--- src/rtl/uart_pkg.sv ---
// Shared UART definitions: data width and the transmit-arbiter state encoding.
// Used by uart_transmit, uart_receive and uart_tx_arbiter.
package uart_pkg;

    localparam int UART_DATA_W = 8;

    localparam logic [2:0] ST_IDLE      = 3'd0;
    localparam logic [2:0] ST_SEND      = 3'd1;
    localparam logic [2:0] ST_WAIT_BUSY = 3'd2;
    localparam logic [2:0] ST_WAIT_DONE = 3'd3;
    localparam logic [2:0] ST_LOCKED    = 3'd4;

    typedef enum logic [2:0] {
        IDLE      = ST_IDLE,
        SEND      = ST_SEND,
        WAIT_BUSY = ST_WAIT_BUSY,
        WAIT_DONE = ST_WAIT_DONE,
        LOCKED    = ST_LOCKED
    } arb_state_t;

endpackage

--- src/rtl/rr_priority_select.sv ---
// Round-robin pick: first set bit of req at or above ptr, wrapping; combinational, zero latency.
// No flow control; pick is one-hot or zero and found flags a non-empty req.
module rr_priority_select #(
    parameter int NUM_REQ = 4,
    parameter int PTR_W   = (NUM_REQ > 1) ? $clog2(NUM_REQ) : 1
) (
    input  logic [NUM_REQ-1:0] req,
    input  logic [PTR_W-1:0]   ptr,
    output logic [NUM_REQ-1:0] pick,
    output logic               found
);

    logic [2*NUM_REQ-1:0] req_dbl;
    logic [2*NUM_REQ-1:0] req_rot;
    logic [NUM_REQ-1:0]   pick_rot;
    logic [2*NUM_REQ-1:0] pick_dbl;

    // Rotate so that bit 0 is the requester at ptr, take the lowest set bit, rotate back.
    always_comb begin
        req_dbl  = {req, req};
        req_rot  = req_dbl >> ptr;
        pick_rot = '0;
        found    = 1'b0;
        for (int i = 0; i < NUM_REQ; i++) begin
            if (!found && req_rot[i]) begin
                pick_rot[i] = 1'b1;
                found       = 1'b1;
            end
        end
        pick_dbl = {pick_rot, pick_rot} << ptr;
        pick     = pick_dbl[2*NUM_REQ-1:NUM_REQ];
    end

endmodule

--- src/rtl/uart_tx_arbiter.sv ---
// Round-robin share of one uart_transmit among NUM_REQ producers; frames hold the grant until last.
// Request sampled at t gives tx_send/req_ack at t+1; producers wait while tx_ready is low or another owns the grant.
module uart_tx_arbiter
    import uart_pkg::*;
#(
    parameter int NUM_REQ      = 4,
    parameter int BUSY_TIMEOUT = 16,
    parameter int LOCK_TIMEOUT = 1024
) (
    input  logic                           clk,
    input  logic                           rst,
    input  logic [NUM_REQ-1:0]             req_valid,
    input  logic [UART_DATA_W*NUM_REQ-1:0] req_data,
    input  logic [NUM_REQ-1:0]             req_last,
    output logic [NUM_REQ-1:0]             req_ack,
    output logic [NUM_REQ-1:0]             grant,
    output logic                           tx_send,
    output logic [UART_DATA_W-1:0]         tx_data,
    input  logic                           tx_ready,
    output logic                           busy,
    output logic                           err_timeout
);

    localparam int PTR_W = (NUM_REQ > 1) ? $clog2(NUM_REQ) : 1;
    localparam int TMAX  = (BUSY_TIMEOUT > LOCK_TIMEOUT) ? BUSY_TIMEOUT : LOCK_TIMEOUT;
    localparam int TMR_W = $clog2(TMAX + 1);

    arb_state_t             state, state_nx;
    logic [PTR_W-1:0]       rr_ptr, rr_ptr_nx;
    logic [TMR_W-1:0]       timer;
    logic [NUM_REQ-1:0]     grant_q, grant_nx;
    logic [UART_DATA_W-1:0] data_q, data_nx;
    logic                   last_q, last_nx;
    logic                   err_q, err_nx;

    logic [NUM_REQ-1:0]     pick;
    logic                   found;
    logic [NUM_REQ-1:0]     src;
    logic [UART_DATA_W-1:0] sel_data;
    logic                   sel_last;
    logic [PTR_W-1:0]       g_idx;
    logic [PTR_W-1:0]       g_next;

    rr_priority_select #(
        .NUM_REQ (NUM_REQ),
        .PTR_W   (PTR_W)
    ) u_select (
        .req   (req_valid),
        .ptr   (rr_ptr),
        .pick  (pick),
        .found (found)
    );

    // Byte source: the fresh round-robin pick when idle, the current owner when locked.
    always_comb begin
        src      = (state == LOCKED) ? grant_q : pick;
        sel_data = '0;
        sel_last = 1'b0;
        g_idx    = '0;
        for (int i = 0; i < NUM_REQ; i++) begin
            if (src[i]) begin
                sel_data = req_data[UART_DATA_W*i +: UART_DATA_W];
                sel_last = req_last[i];
            end
            if (grant_q[i]) begin
                g_idx = PTR_W'(i);
            end
        end
        g_next = (g_idx == PTR_W'(NUM_REQ - 1)) ? '0 : g_idx + 1'b1;
    end

    always_comb begin
        state_nx  = state;
        rr_ptr_nx = rr_ptr;
        grant_nx  = grant_q;
        data_nx   = data_q;
        last_nx   = last_q;
        err_nx    = 1'b0;
        unique case (state)
            IDLE: begin
                if (tx_ready && found) begin
                    grant_nx = pick;
                    data_nx  = sel_data;
                    last_nx  = sel_last;
                    state_nx = SEND;
                end
            end
            SEND: begin
                state_nx = WAIT_BUSY;
            end
            WAIT_BUSY: begin
                if (!tx_ready) begin
                    state_nx = WAIT_DONE;
                end else if (timer == TMR_W'(BUSY_TIMEOUT - 1)) begin
                    err_nx   = 1'b1;
                    state_nx = WAIT_DONE;
                end
            end
            WAIT_DONE: begin
                if (tx_ready) begin
                    if (last_q) begin
                        rr_ptr_nx = g_next;
                        grant_nx  = '0;
                        state_nx  = IDLE;
                    end else begin
                        state_nx = LOCKED;
                    end
                end
            end
            LOCKED: begin
                if (|(req_valid & grant_q)) begin
                    data_nx  = sel_data;
                    last_nx  = sel_last;
                    state_nx = SEND;
                end else if (timer == TMR_W'(LOCK_TIMEOUT - 1)) begin
                    err_nx    = 1'b1;
                    rr_ptr_nx = g_next;
                    grant_nx  = '0;
                    state_nx  = IDLE;
                end
            end
            default: begin
                grant_nx = '0;
                state_nx = IDLE;
            end
        endcase
    end

    always_ff @(posedge clk) begin
        if (rst) begin
            state   <= IDLE;
            rr_ptr  <= '0;
            grant_q <= '0;
            data_q  <= '0;
            last_q  <= 1'b0;
            err_q   <= 1'b0;
        end else begin
            state   <= state_nx;
            rr_ptr  <= rr_ptr_nx;
            grant_q <= grant_nx;
            data_q  <= data_nx;
            last_q  <= last_nx;
            err_q   <= err_nx;
        end
    end

    // One counter serves both timeouts; it restarts on every state change.
    always_ff @(posedge clk) begin
        if (rst || (state_nx != state)) begin
            timer <= '0;
        end else if (timer != '1) begin
            timer <= timer + 1'b1;
        end
    end

    assign tx_send     = (state == SEND);
    assign req_ack     = {NUM_REQ{tx_send}} & grant_q;
    assign grant       = grant_q;
    assign tx_data     = data_q;
    assign busy        = (state != IDLE);
    assign err_timeout = err_q;

endmodule

--- config.mk ---
export PLATFORM = sky130hd
export DESIGN_NAME = uart_tx_arbiter
export DESIGN_NICKNAME = d
export VERILOG_FILES = /design/src/rtl/uart_pkg.sv /design/src/rtl/rr_priority_select.sv /design/src/rtl/uart_tx_arbiter.sv
export SDC_FILE = /design/constraint.sdc
export NUM_CORES = 1
export LEC_CHECK = 0
export CORE_UTILIZATION = 45
export CTS_BUF_LIST = sky130_fd_sc_hd__clkbuf_8 sky130_fd_sc_hd__clkbuf_16
export CTS_CLUSTER_SIZE = 12
export DETAILED_ROUTE_END_ITERATION = 6
export GPL_ROUTABILITY_DRIVEN = 0
export PLACE_DENSITY = 0.84
export SLEW_MARGIN = 10
export SYNTH_ARGS = -nofsm -noshare
export SYNTH_HDL_FRONTEND = slang
export SYNTH_SLANG_ARGS = --single-unit
--- constraint.sdc ---
create_clock -name clk -period 4.3 [get_ports clk]
set_input_delay 0.86 -clock clk [delete_from_list [all_inputs] [get_ports clk]]
set_output_delay 0.86 -clock clk [all_outputs]
set_load 0.01 [all_outputs]
Word-level counts from Yosys, hierarchy flattened --
Cells that the tools add are included.
Storage, ports and cells: register bits after elaboration 30, output and inout bits 19, logic and storage cells 96
Operators by class: add/subtract/negate cells 2, equality and inequality tests 15, shift-type cells 2, mux-type cells 50, bitwise logic cells 3, reductions and logical operators 17
Operators with widths (count):
- 2-to-1 mux 8 bit | 6
- 2-to-1 mux 4 bit | 6
- 2-to-1 mux 3 bit | 7
- 2-to-1 mux 1 bit | 18
- case mux 4 bit (4 select lines) | 1
- case mux 8 bit (2 select lines) | 1
- case mux 3 bit (5 select lines) | 1
- 2-to-1 mux 2 bit | 7
- adder 11 x 1 -> 11 bit, second input constant | 1
- equality test 11 x 10 -> 1 bit, second input constant | 1
- equality test 11 x 4 -> 1 bit, second input constant | 1
- inequality test 11 bit, second input constant | 1
- bitwise AND 4 bit | 2
- inequality test 2 bit, second input constant | 4
- left shift 8 x 2 -> 8 bit | 1
- right shift 8 x 2 -> 4 bit | 1
- equality test 3 x 2 -> 1 bit, second input constant | 2
- AND reduction 6 bit | 1
- AND reduction 5 bit | 1
- logical AND 1 bit | 4
- inequality test 2 x 1 -> 1 bit, second input constant | 2
- case mux 1 bit (2 select lines) | 2
- case mux 2 bit (2 select lines) | 1
- nonzero test 2 bit | 2
- other kinds (13) | 15

Logic depth before layout (Yosys ltp) --
word-level depth 19, mapped depth 7

Cells and area by module --
Synthesis repeated with hierarchy kept, for this count alone.
Unflattened totals: cells, all modules 235, area, all modules 1925.6 um^2
By module, submodules not included:
- uart_tx_arbiter | times used 1, cells an instance 217, area each 1811.7 um^2
- rr_priority_select | times used 1, cells an instance 18, area each 113.9 um^2

Worst setup path after synthesis --
OpenSTA, ideal clock, no wires.
kind input-to-reg, from input port req_valid[0], to register last_q, library setup time 126 ps, data arrival time 2155 ps, required time 4174 ps, setup slack 2019 ps, stages on the path 6, buffers on the path 1, cell sequence buf_2 -> nor2b_1 -> a32o_1 -> mux2_4 -> a2111oi_2 -> o31ai_2
On the way: cells in the longest elaborated chain, start to end 19, elaborated cells between the ends (all ways) 29
Ends and longest elaborated chain:
- start, declared | RTL line uart_tx_arbiter.sv:12 | input logic [NUM_REQ-1:0] req_valid,
- right shift 8 x 2 -> 4 bit | RTL line rr_priority_select.sv:21 | req_rot = req_dbl >> ptr;
- 2-to-1 mux 1 bit | RTL line rr_priority_select.sv:25 | if (!found && req_rot[i]) begin
- logical NOT 1 bit | RTL line rr_priority_select.sv:25
- logical AND 1 bit | RTL line rr_priority_select.sv:25
- 2-to-1 mux 1 bit | RTL line rr_priority_select.sv:25
- logical NOT 1 bit | RTL line rr_priority_select.sv:25
- logical AND 1 bit | RTL line rr_priority_select.sv:25
- 2-to-1 mux 1 bit | RTL line rr_priority_select.sv:25
- logical NOT 1 bit | RTL line rr_priority_select.sv:25
- logical AND 1 bit | RTL line rr_priority_select.sv:25
- 2-to-1 mux 1 bit | RTL line rr_priority_select.sv:25
- left shift 8 x 2 -> 8 bit | RTL line rr_priority_select.sv:30 | pick_dbl = {pick_rot, pick_rot} << ptr;
- 2-to-1 mux 4 bit | RTL line uart_tx_arbiter.sv:56 | src = (state == LOCKED) ? grant_q : pick;
- 2-to-1 mux 1 bit (4 in a row) | RTL line uart_tx_arbiter.sv:61 | if (src[i]) begin
- 2-to-1 mux 1 bit (on tied branches) | RTL line uart_tx_arbiter.sv:111, uart_tx_arbiter.sv:81
- case mux 1 bit (2 select lines) | RTL line uart_tx_arbiter.sv:79 | unique case (state)
- end signal, assigned | RTL line uart_tx_arbiter.sv:142 | last_q <= last_nx;
- end, declared | RTL line uart_tx_arbiter.sv:33 | logic last_q, last_nx;
Several ways; a longest one is shown, not always the timed one. The select of a mux whose other input is x is not followed. A chain may end at the register's enable or synchronous reset.

Worst setup path after layout --
from input port req_valid[0], to register timer[2]
On the way: cells in the longest elaborated chain, start to end 16, elaborated cells between the ends (all ways) 19
Ends and longest elaborated chain:
- right shift 8 x 2 -> 4 bit | RTL line rr_priority_select.sv:21
- 2-to-1 mux 1 bit | RTL line rr_priority_select.sv:25
- logical NOT 1 bit | RTL line rr_priority_select.sv:25
- logical AND 1 bit | RTL line rr_priority_select.sv:25
- 2-to-1 mux 1 bit | RTL line rr_priority_select.sv:25
- logical NOT 1 bit | RTL line rr_priority_select.sv:25
- logical AND 1 bit | RTL line rr_priority_select.sv:25
- 2-to-1 mux 1 bit | RTL line rr_priority_select.sv:25
- logical NOT 1 bit | RTL line rr_priority_select.sv:25
- logical AND 1 bit | RTL line rr_priority_select.sv:25
- 2-to-1 mux 1 bit | RTL line rr_priority_select.sv:25
- logical AND 1 bit | RTL line uart_tx_arbiter.sv:81 | if (tx_ready && found) begin
- 2-to-1 mux 3 bit | RTL line uart_tx_arbiter.sv:81
- case mux 3 bit (5 select lines) * | RTL line uart_tx_arbiter.sv:79
- inequality test 3 bit * | RTL line uart_tx_arbiter.sv:149 | if (rst || (state_nx != state)) begin
- logical OR 1 bit * | RTL line uart_tx_arbiter.sv:149
- end signal, assigned | RTL line uart_tx_arbiter.sv:152 | timer <= timer + 1'b1;
- end, declared | RTL line uart_tx_arbiter.sv:30 | logic [TMR_W-1:0] timer;
Every way passes the cells marked *; elsewhere a longest branch is shown, timed or not.

==> reports/qor.csv <==
metric;value;unit
status;finished clean;
finalSetupTns;0;ns
critPathMaxFanout;13;
power_frac_comb;21.2;%
drt_iter0_drc;254;
clockBufferDepth;2;
crit_chain;clkdlybuf4s50_1 -> o41ai_2 -> nor2_1 -> o21ai_2 -> a21oi_1 -> nor4_1;
min_path_cells;2;
cts_resized;0;
rr_endpoint;timer[2];
final_common_cell;clkdlybuf4s50_1;
syn_avg_cell_area;9.18;sq um
leakagePower;1.05;nW
final_area;2910;sq um
fp.dieH;71.7;microns
worst_slew_margin_rel;38.9;%
cts_hold_buf;0;
regToRegStartpoint;timer[0];
finalCritPeriodShare;70.4;%
timing.fmax;330;MHz
slew_viol_final;0;
grt_pass1_vias;1932;
die_w;71.7;microns
cap_viol_max_count;0;
die_area;5140;sq um
place_area;2770;sq um
antenna_left;0;
hpwl;4.21;mm
synth_seq_area_share;27.5;%
swShare;24.8;%
cpMaxStageDelayCell;clkdlybuf4s50_1;
seqPwrFrac;36.4;%
drc_errors;0;
root_buffer;clkbuf_8;
clock_insertion_delay_worst_skew;0.29;ns
initial_utilization;48.5;%
setup_viol;0;
synthCells;238;
hold_viol;0;
r2r_slack;2.03;ns
startpoint;req_valid[0];
final_util;64.6;%
stdcell_count;344;
rsz0062_at_grt;no;
hold_path_end;tx_data[1];
ys_async_sr_fraction;0;%
core_area;4500;sq um
synth-edff-count;0;
worstPathRequired;4.50;ns
startpoint_type;primary input;
nets;335;
yosysWarnings;0;
via_per_inst;6.06;
ff_latch_area;601;sq um
irDropWorstVdd;214;uV
syn-num-nets;282;
synth-main-ff-cell;dfxtp_1;
p_switching;0.210;mW
path_clk_slew;0.07;ns
p_clk_share;42.3;%
track_usage;22.9;%
boundaryPins;62;
p_int;0.637;mW
gr-total-overflow;0;
dp.cells;336;
vias;2083;
n_fill_cell;378;
port_buffers;61;
power.density;291;nW/um^2
wl;5.60;mm
total_power;0.847;mW
synth_cell_type_count;59;
grt_pass1_wl;9.18;mm
areaGrowthSynthToFinish;33.1;%
multiInputGateArea;1450;sq um
criticalPathCategory;in2reg;
antenna_found_initial;0;
end_kind;register;
hp-start;tx_data[1];
cts_setup_buffers;0;
worstMarginPinSlew;0.916;ns
mostFrequentLayoutCells;61 x clkdlybuf4s50_1, 30 x dfxtp_1, 18 x nor2_1;
cts_sinks;30;
antenna-diode-count;0;
htreeDepth;2;
clock_skew;0.00561;ns
dr.pass1.iters;4;
grt_max_degree;20;
arrival;3.23;ns
r2r_cells;6;
drive_gt1_share;17.5;%
ys_ff_latch;30;
cts_made_buffers;5;
tritoncts;yes;
drt-wirelength-per-cell;16.3;microns
cpPeakStageDelay;0.56;ns
hp-class;reg2reg;
rows;24;
netlist_area;2190;sq um
period_needed;3.03;ns
[synth_stat cells (all sizes together) (4+ instances only)]
master	number	area [sq um]
a2111oi	9	135
a211oi	5	57.6
a21boi	10	75.1
a21oi	9	45.0
a32oi	8	70.1
and2	4	25.0
and3	4	25.0
buf	14	95.1
dfxtp	30	601
inv	8	30.0
nand2	8	32.5
nand3	6	30.0
nand4	4	31.3
nor2	19	78.8
nor2b	15	93.8
nor3	7	35.0
nor4	6	52.6
o211a	5	50.1
o21ai	10	53.8
o21ba	8	80.1
o31ai	9	103
xnor2	7	61.3
[final cells by class]
cell class,instances,area share (%)
Inverter,8,1.03
Tap cell,52,2.24
Multi-Input combinational cell,184,49.9
Clock inverter,2,2.06
Sequential cell,30,20.6
Clock buffer,6,2.84
Timing Repair Buffer,62,21.2
[routing by layer]
metal	global-route usage, %	wire length [microns]
met1	30.0	2390
met2	37.9	2670
met3	4.92	454
met4	6.54	82
met5	0	0
[critical path, delay by kind of cell]
family	cells	cell delay (ns)
AOI/OAI and AO/OA	3	1.35
buffers and inverters	1	0.56
and+or+nand+nor	2	0.45
[power groups by stage]
stage	clock network, mW	registers [mW]	logic, mW
final	0.359	0.309	0.180
after global routing	0.378	0.311	0.193
after floorplan	0	0.311	0.107
after CTS	0.361	0.308	0.180
after detailed placement	0	0.314	0.179
after global placement	0	0.314	0.176
[per-stage QoR]
stage               worst slack, ns  hold slack, ns
global placement               1.06           0.501
global route                   1.18           0.520
finish                         1.27           0.514
CTS                            1.29           0.517
floorplan                      2.02           0.507
detailed placement            0.983           0.496
[cell families after synthesis]
group                    Yosys count  share of synthesized area, %
adder cells (fa/ha/maj)            1                         0.572
XOR/XNOR                           8                          3.21
multiplexers                       4                          2.06
buffers and inverters             24                          6.07
AND/OR/NAND/NOR                   80                          21.6
flip-flops                        30                          27.5
AO/OA/AOI/OAI                     91                          39.0
[worst max path at each step]
stage,endpoint,depth (start not counted),slack (ns)
6_report,timer[2],6,1.27
5_1_grt,timer[2],6,1.18
4_1_cts,timer[2],6,1.29
3_5_place_dp,timer[2],6,0.98
3_3_place_gp,timer[2],6,1.06
2_1_floorplan,last_q,6,2.02
[sequential cells by signal, summed over array words and instances (netlist names)]
name and flops:
err_timeout 1, tx_data 8, state 3, timer 11
grant 4, rr_ptr 2, last_q 1
No activity file was read; power rests on OpenSTA's default activity.
